<file path="src/rtl/seg_pkg.sv">
// Shared types and helpers for the segmentation label sink: log2 ceiling,
// latency/label-width derivations, score/index pair and confidence saturation.
package seg_pkg;
  localparam int SCORE_W = 32;
  localparam int IDX_W   = 8;

  typedef struct packed {
    logic signed [SCORE_W-1:0] score;
    logic [IDX_W-1:0]          idx;
  } pair_t;

  function automatic int log2c(input int n);
    int r;
    r = 0;
    while ((1 << r) < n) r++;
    return r;
  endfunction

  function automatic int lat_f(input int units);
    return log2c(units) + 1;
  endfunction

  function automatic int lbl_bitw_f(input int units);
    return (units > 1) ? log2c(units) : 1;
  endfunction

  // Negative -> 0, any integer bit set -> all ones, else top fractional bits.
  function automatic logic [SCORE_W-1:0] sat_conf(input logic signed [SCORE_W-1:0] s,
                                                  input int frac_bitw, input int uint_bitw);
    logic [SCORE_W-1:0] mask;
    mask = (SCORE_W'(1) << uint_bitw) - SCORE_W'(1);
    if (s < 0) return '0;
    if ((s >>> frac_bitw) != 0) return mask;
    return (SCORE_W'(s) >> (frac_bitw - uint_bitw)) & mask;
  endfunction
endpackage

</file>
<file path="src/rtl/argmax_tree.sv">
// Registered pairwise comparator tree: one register level per halving, ties
// keep the left (lower-index) operand, odd leftovers pass through.
module argmax_tree import seg_pkg::*; #(
  parameter  int UNITS = 12,
  parameter  int SW    = 13,
  localparam int LVLS  = log2c(UNITS)
) (
  input  logic                     clock,
  input  logic                     n_rst,
  input  logic                     in_valid,
  input  logic [UNITS-1:0][SW-1:0] in_scores,
  output logic                     out_valid,
  output pair_t                    out_pair
);
  pair_t       leaf  [UNITS];
  pair_t       lvl_d [LVLS][UNITS];
  pair_t       lvl_q [LVLS][UNITS];
  logic [LVLS:1] vld_pipe_d, vld_pipe_q;

  function automatic int nodes(input int l);
    return (UNITS + (1 << l) - 1) >> l;
  endfunction

  always_comb begin
    for (int u = 0; u < UNITS; u++) begin
      leaf[u].score = SCORE_W'(signed'(in_scores[u]));
      leaf[u].idx   = IDX_W'(u);
    end
  end

  always_comb begin
    pair_t a, b;
    a     = '0;
    b     = '0;
    lvl_d = '{default: '0};
    for (int l = 0; l < LVLS; l++) begin
      for (int j = 0; j < UNITS; j++) begin
        if (j < nodes(l + 1)) begin
          if (l == 0) a = leaf[2*j];
          else        a = lvl_q[l-1][2*j];
          b = a;
          if (2*j + 1 < nodes(l)) begin
            if (l == 0) b = leaf[2*j+1];
            else        b = lvl_q[l-1][2*j+1];
          end
          lvl_d[l][j] = (b.score > a.score) ? b : a;
        end
      end
    end
  end

  always_comb begin
    vld_pipe_d = vld_pipe_q;
    vld_pipe_d[1] = in_valid;
    for (int i = 2; i <= LVLS; i++) vld_pipe_d[i] = vld_pipe_q[i-1];
  end

  always_ff @(posedge clock) begin
    if (!n_rst) vld_pipe_q <= '0;
    else        vld_pipe_q <= vld_pipe_d;
    lvl_q <= lvl_d;
  end

  assign out_valid = vld_pipe_q[LVLS];
  assign out_pair  = lvl_q[LVLS-1][0];
endmodule

</file>
<file path="src/rtl/seg_label_sink.sv">
// Per-pixel argmax label + confidence byte with aligned coordinates and
// frame-done pulse. Optional per-class histogram when SEG_HIST_EN is defined.
module seg_label_sink import seg_pkg::*; #(
  parameter  int W_HEIGHT  = 4,
  parameter  int W_WIDTH   = 8,
  parameter  int UNITS     = 12,
  parameter  int INT_BITW  = 5,
  parameter  int FRAC_BITW = 8,
  parameter  int UINT_BITW = 8,
  localparam int V_BITW    = (log2c(W_HEIGHT) > 0) ? log2c(W_HEIGHT) : 1,
  localparam int H_BITW    = (log2c(W_WIDTH) > 0) ? log2c(W_WIDTH) : 1,
  localparam int LBL_BITW  = lbl_bitw_f(UNITS),
  localparam int SW        = INT_BITW + FRAC_BITW,
  localparam int CNT_BITW  = log2c(W_HEIGHT*W_WIDTH + 1)
) (
  input  logic                  clock,
  input  logic                  n_rst,
  input  logic                  in_enable,
  input  logic [0:SW*UNITS-1]   in_fmap,
  input  logic [V_BITW-1:0]     in_vcnt,
  input  logic [H_BITW-1:0]     in_hcnt,
  output logic                  out_enable,
  output logic [LBL_BITW-1:0]   out_label,
  output logic [UINT_BITW-1:0]  out_conf,
  output logic [V_BITW-1:0]     out_vcnt,
  output logic [H_BITW-1:0]     out_hcnt,
  output logic                  frame_done
`ifdef SEG_HIST_EN
  ,
  input  logic [LBL_BITW-1:0]   hist_sel,
  output logic [CNT_BITW-1:0]   hist_count
`endif
);
  localparam int TREE_LAT = lat_f(UNITS) - 1;

  logic [UNITS-1:0][SW-1:0] scores;
  logic                     tree_vld;
  pair_t                    win;

  always_comb begin
    for (int u = 0; u < UNITS; u++) scores[u] = in_fmap[u*SW +: SW];
  end

  argmax_tree #(.UNITS(UNITS), .SW(SW)) u_tree (
    .clock     (clock),
    .n_rst     (n_rst),
    .in_valid  (in_enable),
    .in_scores (scores),
    .out_valid (tree_vld),
    .out_pair  (win)
  );

  // Coordinates ride alongside the tree levels so they emerge with the winner.
  logic [TREE_LAT-1:0][V_BITW-1:0] vc_d, vc_q;
  logic [TREE_LAT-1:0][H_BITW-1:0] hc_d, hc_q;

  always_comb begin
    vc_d = vc_q;
    hc_d = hc_q;
    vc_d[0] = in_vcnt;
    hc_d[0] = in_hcnt;
    for (int i = 1; i < TREE_LAT; i++) begin
      vc_d[i] = vc_q[i-1];
      hc_d[i] = hc_q[i-1];
    end
  end

  always_ff @(posedge clock) begin
    vc_q <= vc_d;
    hc_q <= hc_d;
  end

  logic [V_BITW-1:0]    pix_v;
  logic [H_BITW-1:0]    pix_h;
  logic [LBL_BITW-1:0]  pix_lbl;
  logic                 pix_last;
  assign pix_v    = vc_q[TREE_LAT-1];
  assign pix_h    = hc_q[TREE_LAT-1];
  assign pix_lbl  = LBL_BITW'(win.idx);
  assign pix_last = tree_vld && (pix_v == V_BITW'(W_HEIGHT-1)) && (pix_h == H_BITW'(W_WIDTH-1));

  logic                 out_enable_d, out_enable_q, frame_done_d, frame_done_q;
  logic [LBL_BITW-1:0]  out_label_d, out_label_q;
  logic [UINT_BITW-1:0] out_conf_d, out_conf_q;
  logic [V_BITW-1:0]    out_vcnt_d, out_vcnt_q;
  logic [H_BITW-1:0]    out_hcnt_d, out_hcnt_q;

  always_comb begin
    out_enable_d = tree_vld;
    frame_done_d = pix_last;
    out_label_d  = out_label_q;
    out_conf_d   = out_conf_q;
    out_vcnt_d   = out_vcnt_q;
    out_hcnt_d   = out_hcnt_q;
    if (tree_vld) begin
      out_label_d = pix_lbl;
      out_conf_d  = UINT_BITW'(sat_conf(win.score, FRAC_BITW, UINT_BITW));
      out_vcnt_d  = pix_v;
      out_hcnt_d  = pix_h;
    end
  end

  always_ff @(posedge clock) begin
    if (!n_rst) begin
      out_enable_q <= 1'b0;
      frame_done_q <= 1'b0;
      out_label_q  <= '0;
      out_conf_q   <= '0;
      out_vcnt_q   <= '0;
      out_hcnt_q   <= '0;
    end else begin
      out_enable_q <= out_enable_d;
      frame_done_q <= frame_done_d;
      out_label_q  <= out_label_d;
      out_conf_q   <= out_conf_d;
      out_vcnt_q   <= out_vcnt_d;
      out_hcnt_q   <= out_hcnt_d;
    end
  end

  assign out_enable = out_enable_q;
  assign frame_done = frame_done_q;
  assign out_label  = out_label_q;
  assign out_conf   = out_conf_q;
  assign out_vcnt   = out_vcnt_q;
  assign out_hcnt   = out_hcnt_q;

`ifdef SEG_HIST_EN
  logic [CNT_BITW-1:0] cnt_d [UNITS], cnt_q [UNITS], snap_d [UNITS], snap_q [UNITS];
  logic [CNT_BITW-1:0] hist_count_d, hist_count_q;

  // Pixel (0,0) restarts the live counts; the frame's last pixel is folded
  // into the snapshot in the same cycle it is counted.
  always_comb begin
    cnt_d = cnt_q;
    if (tree_vld) begin
      for (int u = 0; u < UNITS; u++) begin
        if (pix_v == '0 && pix_h == '0)
          cnt_d[u] = (LBL_BITW'(u) == pix_lbl) ? CNT_BITW'(1) : '0;
        else if (LBL_BITW'(u) == pix_lbl && cnt_q[u] != '1)
          cnt_d[u] = cnt_q[u] + CNT_BITW'(1);
      end
    end
    snap_d = pix_last ? cnt_d : snap_q;
    hist_count_d = '0;
    if (int'(hist_sel) < UNITS) hist_count_d = snap_q[hist_sel];
  end

  always_ff @(posedge clock) begin
    if (!n_rst) begin
      cnt_q        <= '{default: '0};
      snap_q       <= '{default: '0};
      hist_count_q <= '0;
    end else begin
      cnt_q        <= cnt_d;
      snap_q       <= snap_d;
      hist_count_q <= hist_count_d;
    end
  end

  assign hist_count = hist_count_q;
`endif
endmodule

</file>
<file path="config.mk">
export PLATFORM = sky130hd
export DESIGN_NAME = seg_label_sink
export DESIGN_NICKNAME = d
export VERILOG_FILES = /design/src/rtl/seg_pkg.sv /design/src/rtl/argmax_tree.sv /design/src/rtl/seg_label_sink.sv
export SDC_FILE = /design/constraint.sdc
export NUM_CORES = 1
export LEC_CHECK = 0
export BUFFER_PORTS_ARGS = -buffer_cell sky130_fd_sc_hd__buf_2
export CAP_MARGIN = 10
export CORE_MARGIN = 5
export CORE_UTILIZATION = 51
export CTS_CLUSTER_SIZE = 14
export DETAILED_ROUTE_END_ITERATION = 10
export PLACE_DENSITY = 0.76
export SLEW_MARGIN = 30
export SYNTH_ARGS = -nofsm -noshare
export SYNTH_HDL_FRONTEND = slang
export SYNTH_SLANG_ARGS = --single-unit
</file>
<file path="constraint.sdc">
create_clock -name clock -period 2.2 [get_ports clock]
set_input_delay 0.33 -clock clock [delete_from_list [all_inputs] [get_ports clock]]
set_output_delay 0.33 -clock clock [all_outputs]
set_load 0.05 [all_outputs]
</file>
==> results.json <==
{
  "p_seq_share_pct": 40.1,
  "yosys.area.top_type": "dfxtp_1",
  "swShare_pct": 28.5,
  "synth.area.top_cells": "dfxtp_1 (42%), ha_1 (17%), mux2_2 (12%)",
  "synth_edf_count": 0,
  "clkPwrFrac_pct": 27.3,
  "drive_gt1_share_pct": 37.3,
  "crit_required_ns": 2.57,
  "hold-path-cell-count": 2,
  "cts_sinks": 220,
  "grt-ovfl-total": 0,
  "fin_ws_ns": 0.0120,
  "total_power_mw": 13.7,
  "layout-area-overhead-vs-synth_pct": 28.5,
  "nets": 1593,
  "p_int_mw": 9.80,
  "place_hpwl_mm": 17.6,
  "p_per_area_nw_per_um2": 1010,
  "numCtsBuffers": 22,
  "drt-pass1-iter-count": 4,
  "worstHoldPathType": "input port to register",
  "ios": 183,
  "core_sq_um": 20300,
  "synth_seq_cells": 220,
  "routabilityCongestion": 0.833,
  "cts_tree": "done",
  "htreeDepth": 1,
  "track_usage_pct": 18.1,
  "multiInputGateArea_sq_um": 5830,
  "fp-row-count": 52,
  "ys_types": 53,
  "finalHoldViolCount": 0,
  "syn_inst": 1023,
  "wl_per_cell_um": 14.4,
  "ff_latch_area_sq_um": 4420,
  "crit_path_end_kind": "register",
  "clk-insertion-delay-late_ns": 0.50,
  "synth-seq-area-share_pct": 41.6,
  "async_flop_share_pct": 0,
  "skew_ns": 0.0176,
  "combPwrFrac_pct": 32.6,
  "avgSynthCellArea_sq_um": 10.3,
  "path_clk_slew_ns": 0.06,
  "finalMaxSlewViolations": 0,
  "path_delay_family": "simple AND/OR/NAND/NOR gates",
  "grt_antenna_before_repair": 0,
  "synth_top_cells_by_count": "dfxtp_1 (220), inv_1 (173), ha_1 (143)",
  "cpMaxStageDelayCell": "or4_4",
  "cts_root_buffer": "clkbuf_16",
  "grt_max_degree": 24,
  "die_height_um": 154,
  "dpl_worst_slack_ns": -0.407,
  "insertedDiodeCount": 0,
  "cp_num_buf_inv": 2,
  "r2r_cells": 8,
  "fmax_mhz": 457,
  "clockBufferDepth": 3,
  "syn_area_sq_um": 10600,
  "period_minus_slack_ns": 2.19,
  "peakVddDrop_v": 0.000524,
  "slowest_delay_ns": 0.56,
  "synthFlopType": "dfxtp_1",
  "io_buffers": 182,
  "grt_pass1_wl_mm": 36.4,
  "tns_ns": 0,
  "start_kind": "register",
  "die_x_um": 154,
  "maxCapViolCount": 0,
  "power.switching_mw": 3.90,
  "setup_violations": 0,
  "crit_type": "register to register",
  "rsz0062_at_grt": "yes",
  "drc_errors": 0,
  "synth_nets": 1330,
  "crit_arrival_ns": 2.56,
  "drt-initial-drc-count": 214,
  "wl_mm": 22.6,
  "cp.depth": 8,
  "maxSlewHeadroom_pct": 52.4,
  "status": "complete, no violations",
  "total_leakage_power_nw": 6.73,
  "antenna_left": 0,
  "yosysWarnings": 0,
  "path_max_fanout": 5,
  "initial_core_util_pct": 52.1,
  "worst_slew_pin_slew_ns": 0.714,
  "route.vias.total": 7906,
  "n_fill_cell": 1597,
  "post-route-period-util_pct": 99.5,
  "dieArea_sq_um": 23700,
  "vias_per_cell": 5.04,
  "cp_cell_sequence": "inv_1 -> ha_1 -> a21oi_2 -> o21ai_1 -> or4_4 -> o21ai_4 -> buf_6 -> mux2_2",
  "grt_pass1_vias": 8004,
  "synth_most_common_cell": "dfxtp_1",
  "synth_top_cell_area_share_pct": 41.6
}
## per-layer routing
metal | global-route usage, % | vias up | wire length, um
met2 | 32.1 | 157 | 11100
met4 | 4.21 | 0 | 375
met3 | 3.04 | 36 | 1200
met5 | 0 | - | 0
met1 | 22.9 | 3652 | 9860
li1 | - | 4061 | -
## path summary, 6_finish.rpt
path	from	end	slack, ns
max	u_tree.lvl_q[1816]$_DFF_P_	u_tree.lvl_q[1370]$_DFF_P_	0.01
min	in_enable	u_tree.vld_pipe_q[1]$_SDFF_PN0_	0.04
max reg2reg	u_tree.lvl_q[1816]$_DFF_P_	u_tree.lvl_q[1370]$_DFF_P_	0.01
min reg2reg	u_tree.lvl_d[888]$_DFF_P_	u_tree.lvl_q[888]$_DFF_P_	0.32
## kinds of logic (layout without fill, tap and decap cells)
family | Yosys count | after routing | synth area share (%)
AO/OA/AOI/OAI | 146 | 146 | 9.56
adder cells (fa/ha/maj) | 143 | 143 | 16.9
buffers and inverters | 196 | 472 | 7.17
flip-flops | 220 | 220 | 41.6
multiplexers | 153 | 153 | 16.4
AND/OR/NAND/NOR | 165 | 165 | 8.31
## state kept, by name, summed over array words and instances (netlist names)
signal / cells
u_tree.lvl_q: 145
u_tree.out_pair: 17
u_tree.lvl_d: 15
hc_d: 9
out_conf: 8
vc_d: 6
out_label: 4
u_tree.vld_pipe_q: 4
out_hcnt: 3
pix_h: 3
out_vcnt: 2
pix_v: 2
frame_done: 1
out_enable: 1
## per-stage QoR
| step | hold WS, ns | std cells | cell area, sq um | utilization, % |
|---|---|---|---|---|
| after detailed placement | 0.312 | 1521 | 12500 | 61.4 |
| after global placement | 0.311 | 1518 | 12400 | 61.3 |
| after CTS | 0.0132 | 1563 | 13300 | 65.3 |
| after floorplan | 0.310 | 1023 | 10800 | - |
| after global routing | 0.0395 | 1569 | 13600 | 67.0 |
| final | 0.0380 | 1569 | 13600 | 67.0 |
## cells in the final DEF, fill, tap and decap left out, types with 7 or more instances in the layout
master	Yosys	layout
mux2_4	9	25
clkbuf_16	0	23
nor2_1	28	28
o21ai_0	11	9
a21o_1	28	28
mux2_1	18	17
a21oi_1	46	37
a2bb2oi_1	13	13
inv_1	173	162
buf_2	9	182
nor2b_1	25	25
a21oi_2	0	9
o221ai_1	13	13
dfxtp_2	0	14
ha_1	143	127
nand3_1	11	11
nand4_1	23	23
and3_1	8	8
o211ai_1	7	7
buf_6	1	8
buf_4	1	63
nand2_1	38	36
mux2i_1	18	18
mux2_2	108	93
ha_4	0	16
dfxtp_1	220	206
## power by group through the flow
stage	combinational, mW	clock [mW]	sequential, mW
2_1_floorplan	2.86	0	5.33
3_3_place_gp	3.86	0	5.53
3_5_place_dp	3.96	0	5.56
4_1_cts	4.03	3.83	5.48
5_1_grt	4.96	4.03	5.60
6_report	4.47	3.74	5.50
## timing repair
action,4_1_cts,5_1_grt
setup endpoints to repair,3,77
hold buffers,5,0
gates resized for setup,1,71
hold endpoints to repair,5,0
pin swaps,0,15
gates cloned,0,2
setup buffers,0,4
## layout make-up
type,instances,area share (%)
sequential,220,32.5
clock buffer,31,4.52
multi-input combinational,607,42.9
tap,270,2.49
clock inverter,6,0.856
inverter,174,5.01
timing repair buffer,261,11.7
(Power assumes the default switching activity.)
